**src/rtl/mux_scan_ctrl.sv**
```systemverilog
// Channel-scan sequencer for a 4:1 bit mux: steps sel over enabled channels,
// settles, samples dout and packs the four samples into a strobed word.
module mux_scan_ctrl #(
    parameter int SETTLE = 2,
    parameter int CNT_W  = 4
) (
    input  logic       clk,
    input  logic       reset,
    input  logic       start,
    input  logic       continuous,
    input  logic [3:0] ch_mask,
    input  logic       mux_dout,
    output logic [2:0] mux_sel,
    output logic       busy,
    output logic [3:0] word,
    output logic       word_valid
);

    typedef enum logic [1:0] {
        S_IDLE,
        S_SETTLE,
        S_SAMPLE,
        S_DONE
    } state_t;

    state_t           state_q;
    state_t           state_d;
    logic [3:0]       mask_q;
    logic [1:0]       ch_q;
    logic [CNT_W-1:0] cnt_q;
    logic [3:0]       buf_q;
    logic [3:0]       word_q;
    logic             valid_q;

    logic [3:0]       hi_mask;
    logic             has_next;
    logic             settle_done;
    logic             launch;
    logic             relaunch;

    function automatic logic [1:0] low_ch(input logic [3:0] m);
        logic [1:0] c;
        c = 2'd0;
        for (int i = 3; i >= 0; i--) begin
            if (m[i]) c = 2'(i);
        end
        return c;
    endfunction

    // Enabled channels strictly above the current one.
    assign hi_mask     = mask_q & (4'b1110 << ch_q);
    assign has_next    = |hi_mask;
    assign settle_done = (cnt_q == CNT_W'(SETTLE - 1));
    assign launch      = (state_q == S_IDLE) && start && (|ch_mask);
    assign relaunch    = (state_q == S_DONE) && continuous && (|ch_mask);

    always_ff @(posedge clk) begin
        if (reset) state_q <= S_IDLE;
        else       state_q <= state_d;
    end

    always_comb begin
        state_d = state_q;
        unique case (state_q)
            S_IDLE:   if (launch) state_d = S_SETTLE;
            S_SETTLE: if (settle_done) state_d = S_SAMPLE;
            S_SAMPLE: state_d = has_next ? S_SETTLE : S_DONE;
            S_DONE:   state_d = relaunch ? S_SETTLE : S_IDLE;
            default:  state_d = S_IDLE;
        endcase
    end

    always_comb begin
        busy    = (state_q != S_IDLE);
        mux_sel = 3'd0;
        if (state_q == S_SETTLE || state_q == S_SAMPLE) begin
            mux_sel = {1'b0, ch_q};
        end
    end

    always_ff @(posedge clk) begin
        if (reset) begin
            mask_q  <= 4'd0;
            ch_q    <= 2'd0;
            cnt_q   <= '0;
            buf_q   <= 4'd0;
            word_q  <= 4'd0;
            valid_q <= 1'b0;
        end else begin
            valid_q <= 1'b0;
            unique case (state_q)
                S_IDLE: begin
                    if (launch) begin
                        mask_q <= ch_mask;
                        buf_q  <= 4'd0;
                        ch_q   <= low_ch(ch_mask);
                        cnt_q  <= '0;
                    end
                end
                S_SETTLE: begin
                    cnt_q <= cnt_q + CNT_W'(1);
                end
                S_SAMPLE: begin
                    buf_q[ch_q] <= mux_dout;
                    cnt_q       <= '0;
                    if (has_next) ch_q <= low_ch(hi_mask);
                end
                S_DONE: begin
                    word_q  <= buf_q & mask_q;
                    valid_q <= 1'b1;
                    if (continuous) begin
                        mask_q <= ch_mask;
                        if (|ch_mask) begin
                            buf_q <= 4'd0;
                            ch_q  <= low_ch(ch_mask);
                            cnt_q <= '0;
                        end
                    end
                end
                default: ;
            endcase
        end
    end

    assign word       = word_q;
    assign word_valid = valid_q;

endmodule

```
**config.mk**
```make
export PLATFORM = sky130hd
export DESIGN_NAME = mux_scan_ctrl
export DESIGN_NICKNAME = d
export VERILOG_FILES = /design/src/rtl/mux_scan_ctrl.sv
export SDC_FILE = /design/constraint.sdc
export NUM_CORES = 1
export LEC_CHECK = 0
export CAP_MARGIN = 40
export CORE_MARGIN = 2
export CORE_UTILIZATION = 55
export CTS_BUF_LIST = sky130_fd_sc_hd__clkbuf_8
export CTS_CLUSTER_DIAMETER = 120
export DETAILED_ROUTE_END_ITERATION = 7
export MAX_ROUTING_LAYER = met4
export PLACE_DENSITY = 0.91
export SYNTH_ARGS = -nofsm -noshare
export SYNTH_HDL_FRONTEND = slang
export SYNTH_SLANG_ARGS = --single-unit
export TNS_END_PERCENT = 30
```
**constraint.sdc**
```tcl
create_clock -name clk -period 2.4 [get_ports clk]
set_clock_uncertainty 0.05 [all_clocks]
set_input_delay 0.36 -clock clk [delete_from_list [all_inputs] [get_ports clk]]
set_output_delay 0.36 -clock clk [all_outputs]
set_load 0.1 [all_outputs]
```
======== After elaboration in Yosys (flattened, before gate mapping) ========
Index checks and enable logic that the tools add are counted.
cells by class
  $add $sub $neg .......................... 1
  multipliers ............................. 0
  div/mod/pow operators ................... 0
  magnitude comparators ................... 2
  equality and inequality tests ........... 9
  shift-type cells ........................ 1
  mux-type cells .......................... 31
  bitwise gates (word level) .............. 2
  reductions and logical operators ........ 17
operator list
  operator                                              count
  2-to-1 mux 2 bit                                      16
  2-to-1 mux 4 bit                                      5
  case mux 4 bit (4 select lines)                       1
  case mux 4 bit (3 select lines)                       1
  bitwise AND 4 bit                                     2
  inequality test 2 bit (second input constant)         4
  case mux 2 bit (4 select lines)                       1
  case mux 4 bit (2 select lines)                       1
  OR reduction 4 bit                                    2
  case mux 2 bit (3 select lines)                       1
  AND reduction 3 bit                                   2
  logical AND 1 bit                                     5
  AND reduction 5 bit                                   1
  adder 4 x 1 -> 4 bit (second input constant)          1
  bitwise mux 4 bit                                     1
  equality test 2 bit (second input constant)           2
  equality test 4 x 1 -> 1 bit (second input constant)  1
  AND reduction 4 bit                                   1
  nonzero test 2 bit                                    2
  << shifter 4 x 2 -> 4 bit (first input constant)      1
  < comparator 2 x 3 -> 1 bit (second input constant)   1
  2-to-1 mux 1 bit                                      3
  nonzero test 3 bit                                    1
  demux 1 bit (select 2 bit)                            1
  other kinds (6)                                       6
storage, ports and cells
  register bits ........................... 21
  bits in latches ......................... 0
  RAM bits ................................ 0
  bits in read-only memories .............. 0
  input port bits ......................... 9
  output and inout bits ................... 9
  word-level logic and storage cells ...... 70
  memories ................................ 0

======== Longest topological paths before layout ========
Gate-level depths: netlist (run 1).
  word-level depth ........................ 8
  depth in mapped cells ................... 7
  mapped depth without buffers ............ 7

======== Worst setup path after synthesis (run 1) ========
OpenSTA, ideal clock, no wires.
  kind .................................... register -> output
  from .................................... register state_q[1]
  to ...................................... output mux_sel[0]
  arrival ................................. 1.480 ns
  required time ........................... 1.990 ns
  path slack .............................. 0.510 ns
  cell stages (with the launch flop) ...... 4
  path buffers ............................ 0
  cells stage by stage .................... dfxtp_1 inv_1 ha_1 and2_1
between the ends
  word-level cells in the longest chain between the ends .. 3
  elaborated cells on any way between the ends .. 4
  those cells by class .................... 2 x eq/ne; 1 x mux; 1 x reduce/logical
RTL lines
  what                                                                        RTL line  text
  start: declaration                                                          26        state_t state_q;
  start signal: assignment                                                    59        else state_q <= state_d;
  equality test 2 x 1 -> 1 bit / equality test 2 bit (equally long branches)  76        if (state_q == S_SETTLE || state_q == S_SAMPLE) begin
  logical OR 1 bit (*)                                                        76
  2-to-1 mux 2 bit (*)                                                        76
  end: declaration                                                            13        output logic [2:0] mux_sel,
Every way passes the cells marked *; elsewhere a longest branch is shown, timed or not.

======== Worst setup path after layout (run 1) ========
  from .................................... input ch_mask[3]
  to ...................................... register buf_q[2]
between the ends
  word-level cells in the longest chain between the ends .. 4
  elaborated cells on any way between the ends .. 5
  those cells by class .................... 2 x eq/ne; 3 x reduce/logical
RTL lines
  what                               RTL line  text
  start: declaration                 11        input logic [3:0] ch_mask,
  OR reduction 4 bit (*)             54, 113
  logical AND 1 bit                  54        assign launch = (state_q == S_IDLE) && start && (|ch_mask);
  inequality test 2 bit (no line)    -
  AND reduction 4 bit (no line) (*)  -
  end signal: indexed assignment     104       buf_q[ch_q] <= mux_dout;
  end: declaration                   31        logic [3:0] buf_q;
Marks and branches as above.
A chain may end at the register's enable or synchronous reset.

==> results of run 1 <==
-- registers in the layout, summed over array words and instances (netlist names) --
register,flops
buf_q,4
ch_q,2
cnt_q,4
mask_q,4
state_q,2
word,4
word_valid,1
-- report_power, final --
part	total, mW	internal [mW]	switching, mW	leakage, nW
Sequential	0.472	0.403	0.0688	0.171
Clock	0.231	0.116	0.115	0.0255
Combinational	0.796	0.285	0.511	0.352
-- kinds of logic after synthesis --
| group | share of synthesized area [%] |
|---|---|
| compound gates | 25.9 |
| flops | 36.4 |
| mux | 4.33 |
| fa+ha+maj | 7.58 |
| other cells | 0.324 |
| buf+inv | 6.39 |
| simple gates | 19.2 |
-- tightest hold or removal path, stage by stage, from the launching register on --
cell,delay [ns]
dfxtp_1,0.31
nand2_1,0.06
a21oi_1,0.05
-- cells in the final DEF, fill, tap and decap left out, types with 2 or more instances in the layout --
cell,count
a211oi_1,2
a21oi_1,13
a22oi_1,3
a32oi_1,4
and2_1,2
buf_12,3
buf_4,5
clkbuf_8,3
clkdlybuf4s50_1,8
dfxtp_1,21
ha_1,7
inv_1,11
mux2i_1,5
nand2_1,15
nand3_1,6
nor2_1,20
nor3_1,3
o21ai_0,5
o41ai_4,2
-- layer usage --
metal	wire [µm]	GRT usage, %	part of all wire, %
met5	0	-	0
met4	48	11.6	1.9
met3	103	3.94	4.0
met2	1290	39.1	50
met1	1120	26.6	44
-- cell type report --
| class | count | area, µm² |
|---|---|---|
| Inverter | 11 | 41.3 |
| Tap cell | 27 | 33.8 |
| Sequential cell | 21 | 420 |
| Clock buffer | 3 | 41.3 |
| Timing Repair Buffer | 16 | 178 |
| Multi-Input combinational cell | 100 | 662 |
| Fill cell | 149 | 601 |
| Clock inverter | 1 | 5.00 |
-- worst paths after layout --
path | cells after the start | slack (ns) | end
min reg2reg | 2 | 0.41 | word[1]
min | 2 | 0.41 | word[1]
max reg2reg | 5 | 0.40 | mask_q[0]
max | 6 | 0.31 | buf_q[2]
-- per-stage QoR --
step | total power, mW | instances
after floorplan | 1.04 | 139
after global placement | 1.22 | 175
after detailed placement | 1.25 | 175
after CTS | 1.49 | 179
after global routing | 1.58 | 179
final | 1.50 | 179
==> results.yml, run 1 <==
place:
  place.gp.congestion: 0.876
  placed_area_um2: 1340
  io_buffer_count: 16
  dpl.hpwl_um: 1880
  pre_cts_slack_ns: 0.0637
routing:
  routed_wl_um: 2570
  drc_errors: 0
  viasPerCell: 5.78
  detail-route-antenna-nets: 0
  first_pass_iters: 4
  drt_iter0_drc: 32
  dr_total_vias: 1035
  detail_route.wl_per_cell_um: 14.4
worst_setup_path:
  crit_path_start: "ch_mask[3]"
  critPathMaxStageDelay_ns: 0.57
  arrival_ns: 2.16
  cp-start-kind: "primary input"
  slowest_stage: "o41ai_4"
  required_ns: 2.47
  path_buf_inv: 1
  critical_path_class: "in -> reg"
  crit_path_max_fanout: 7
  end_kind: "flop"
  r2r_start: "state_q[1]"
  cpLargestDelayFamily: "compound AO/OA/AOI/OAI gates"
  crit_chain: "clkdlybuf4s50_1, o41ai_4, a221oi_4, and3_4, a32oi_1, nor2_1"
cells_and_area:
  layout.nets: 169
  final_cell_area_um2: 1380
  syn_to_final_growth_pct: 19.5
  layout-drive-gt1-share_pct: 11.8
  fin_util_pct: 69.7
  diodes: 0
floorplan:
  rows: 16
  dieArea_um2: 2480
  ios: 18
  fp.dieW_um: 49.8
  start_util_pct: 58.3
  fp.dieH_um: 49.8
  core-area_um2: 1980
logic_synthesis:
  async_reset_ff_share_pct: 0
  synth_nets: 155
  syn_area_um2: 1160
  ys_top_cells_by_count: "dfxtp_1, nor2_1, nand2_1"
  yosys.area.top_type: "dfxtp_1"
  synth.most_common_cell: "dfxtp_1"
  ys.warnings.count: 0
  synth_cell_types: 31
  synth-seq-cells: 21
  ys_top_cells_by_area: "dfxtp_1, ha_1, nor2_1, a21oi_1, nand2_1"
  synth_top_flop_cell: "dfxtp_1"
  synth_top_area_share_pct: 36.4
  postSynthAreaPerCell_um2: 8.32
  synth_edf_count: 0
  synth_cells: 139
  ys_seq_area_share_pct: 36.4
timing:
  slew_headroom_pct: 46.6
  finalHoldViolCount: 0
  final.setup.tns_ns: 0
  setup_violations: 0
  rsz0062_at_grt: "no"
  fin_crit_ns: 2.09
  timing.final.ws_setup_ns: 0.313
  drv_slew: 0
  worst_pin_slew_ns: 0.798
  max_freq_mhz: 479
  timing.hold.ws_ns: 0.413
  finalCritPeriodShare_pct: 87.0
clocking:
  cts_hold_buffers: 0
  clkSinkCount: 21
  cts_buffers: 3
  post-cts-setup-buffers: 0
  worstSkewPairLatency_ns: 0.26
  root_buffer: "clkbuf_8"
  cts_buffer_depth: 2
  post_cts_resize_count: 0
  cts.clk_slew.worst_paths_ns: 0.07
  h-tree-depth: 1
  cts_tree: "yes"
global_route:
  grt.total_usage_pct: 23.3
  overflow: 0
  grt_pass1_wl_um: 4280
  antenna_found_initial: 0
  grt_pass1_vias: 974
  grt_max_degree: 22
power:
  p_per_area_nw_per_um2: 1080
  peakVddDrop_mv: 0.859
  leakagePower_nw: 0.549
flow_run:
  max-cap-violations: 0
worst_hold_path:
  holdCritStartpoint: "word[1]"
  min_path_type: "reg -> reg"
status:
  outcome: "finished, final reports clean"
Power figures use the tool's default switching activity.
==> run 2: changes to the inputs <==
Settings changed: REMOVE_ABC_BUFFERS set to 1.
==> results.yml, run 2 (synthesis gave the netlist of run 1 again) <==
worst_setup_path:
  crit_path_start: "ch_mask[3]"
  rrSetupSlack_ns: 0.47
  required_ns: 2.48
  cp-start-kind: "primary input"
  end_kind: "flop"
  rr_worst_depth: 5
  critical_path_class: "in -> reg"
  r2r_start: "state_q[1]"
  arrival_ns: 2.14
  worstReg2RegEnd: "mask_q[3]"
  crit_path_max_fanout: 7
routing:
  dr_total_vias: 1031
  detail-route-antenna-nets: 0
  routed_wl_um: 2510
  drt_iter0_drc: 19
  detail_route.wl_per_cell_um: 14.0
  viasPerCell: 5.76
  drc_errors: 0
  first_pass_iters: 4
timing:
  fin_crit_ns: 2.06
  slew_headroom_pct: 48.7
  finalCritPeriodShare_pct: 86.0
  worst_pin_slew_ns: 0.767
  max_freq_mhz: 485
  drv_slew: 0
  final.setup.tns_ns: 0
  rsz0062_at_grt: "no"
  timing.hold.ws_ns: 0.407
  setup_violations: 0
  finalHoldViolCount: 0
  timing.final.ws_setup_ns: 0.336
worst_hold_path:
  hold_end: "word[3]"
  worstHoldPathCells: 2
  holdCritStartpoint: "word[3]"
  min_path_type: "reg -> reg"
cells_and_area:
  final_cell_mix: "dfxtp_1, nor2_1, nand2_1"
  final_common_cell: "dfxtp_1"
  diodes: 0
  seqCellArea_um2: 420
  fillCellCount: 142
  layout-drive-gt1-share_pct: 11.8
  layout.nets: 169
  syn_to_final_growth_pct: 19.5
  multi_input_area_um2: 662
clocking:
  cts_hold_buffers: 0
  root_buffer: "clkbuf_8"
  post_cts_resize_count: 0
  clkSinkCount: 21
  post-cts-setup-buffers: 0
  cts_buffer_depth: 2
  cts_buffers: 3
  cts_tree: "yes"
  cts.clk_slew.worst_paths_ns: 0.07
  worstSkewPairLatency_ns: 0.27
  h-tree-depth: 1
floorplan:
  fp.dieH_um: 49.8
  ios: 18
  fp.dieW_um: 49.8
  core-area_um2: 1980
  dieArea_um2: 2480
  rows: 16
  start_util_pct: 58.3
power:
  leakagePower_nw: 0.549
  power_mw: 1.50
  p_per_area_nw_per_um2: 1080
  peakVddDrop_mv: 1.31
global_route:
  overflow: 0
  grt_max_degree: 22
  antenna_found_initial: 0
  grt.total_usage_pct: 23.4
  grt_pass1_wl_um: 4260
  grt_pass1_vias: 950
place:
  place.gp.congestion: 0.895
  io_buffer_count: 16
  dpl.hpwl_um: 1890
  pre_cts_slack_ns: 0.0858
flow_run:
  max-cap-violations: 0
status:
  outcome: "finished, final reports clean"
[run 2: cell counts in the layout (fill, tap and decap cells not counted)]
No cell type changed its count.
[run 2: area by class of cell]
| cell class | count | share of cell area, % |
|---|---|---|
| Tap cell | 27 | 2.45 |
| Sequential cell | 21 | 30.4 |
| Multi-Input combinational cell | 100 | 47.9 |
| Timing Repair Buffer | 16 | 12.9 |
| Clock buffer | 3 | 2.99 |
| Inverter | 11 | 2.99 |
| Clock inverter | 1 | 0.362 |
[run 2: report_power, final]
group          internal [mW]  switching (mW)
clock network          0.116           0.119
logic                  0.286           0.501
registers              0.403          0.0733
[run 2: metal layers]
| metal | vias up | track usage (%) | wire length [µm] |
|---|---|---|---|
| li1 | 507 | - | - |
| met1 | 497 | 27.7 | 1140 |
| met2 | 22 | 38.7 | 1220 |
| met3 | 5 | 4.55 | 97 |
| met4 | 0 | 9.72 | 46 |
| met5 | - | - | 0 |
[run 2: worst max-delay path by stage]
stage	end	slack, ns	depth (start not counted)
after floorplan	mux_sel[0]	0.51	3
after global placement	buf_q[1]	0.15	6
after detailed placement	buf_q[3]	0.09	6
after CTS	buf_q[3]	0.35	6
after global routing	buf_q[3]	0.24	6
final	buf_q[3]	0.34	6
[run 2: per-stage QoR]
stage	cells	area, µm²	utilization, %
2_1_floorplan	132	1120	-
3_3_place_gp	175	1340	67.4
3_5_place_dp	175	1340	67.4
4_1_cts	179	1380	69.7
5_1_grt	179	1380	69.7
6_report	179	1380	69.7
[run 2: critical path, cell delays in order]
cell	delay (ns)
clkdlybuf4s50_1	0.57
o41ai_4	0.55
a221oi_4	0.17
and3_4	0.24
a32oi_1	0.20
nor2_1	0.05
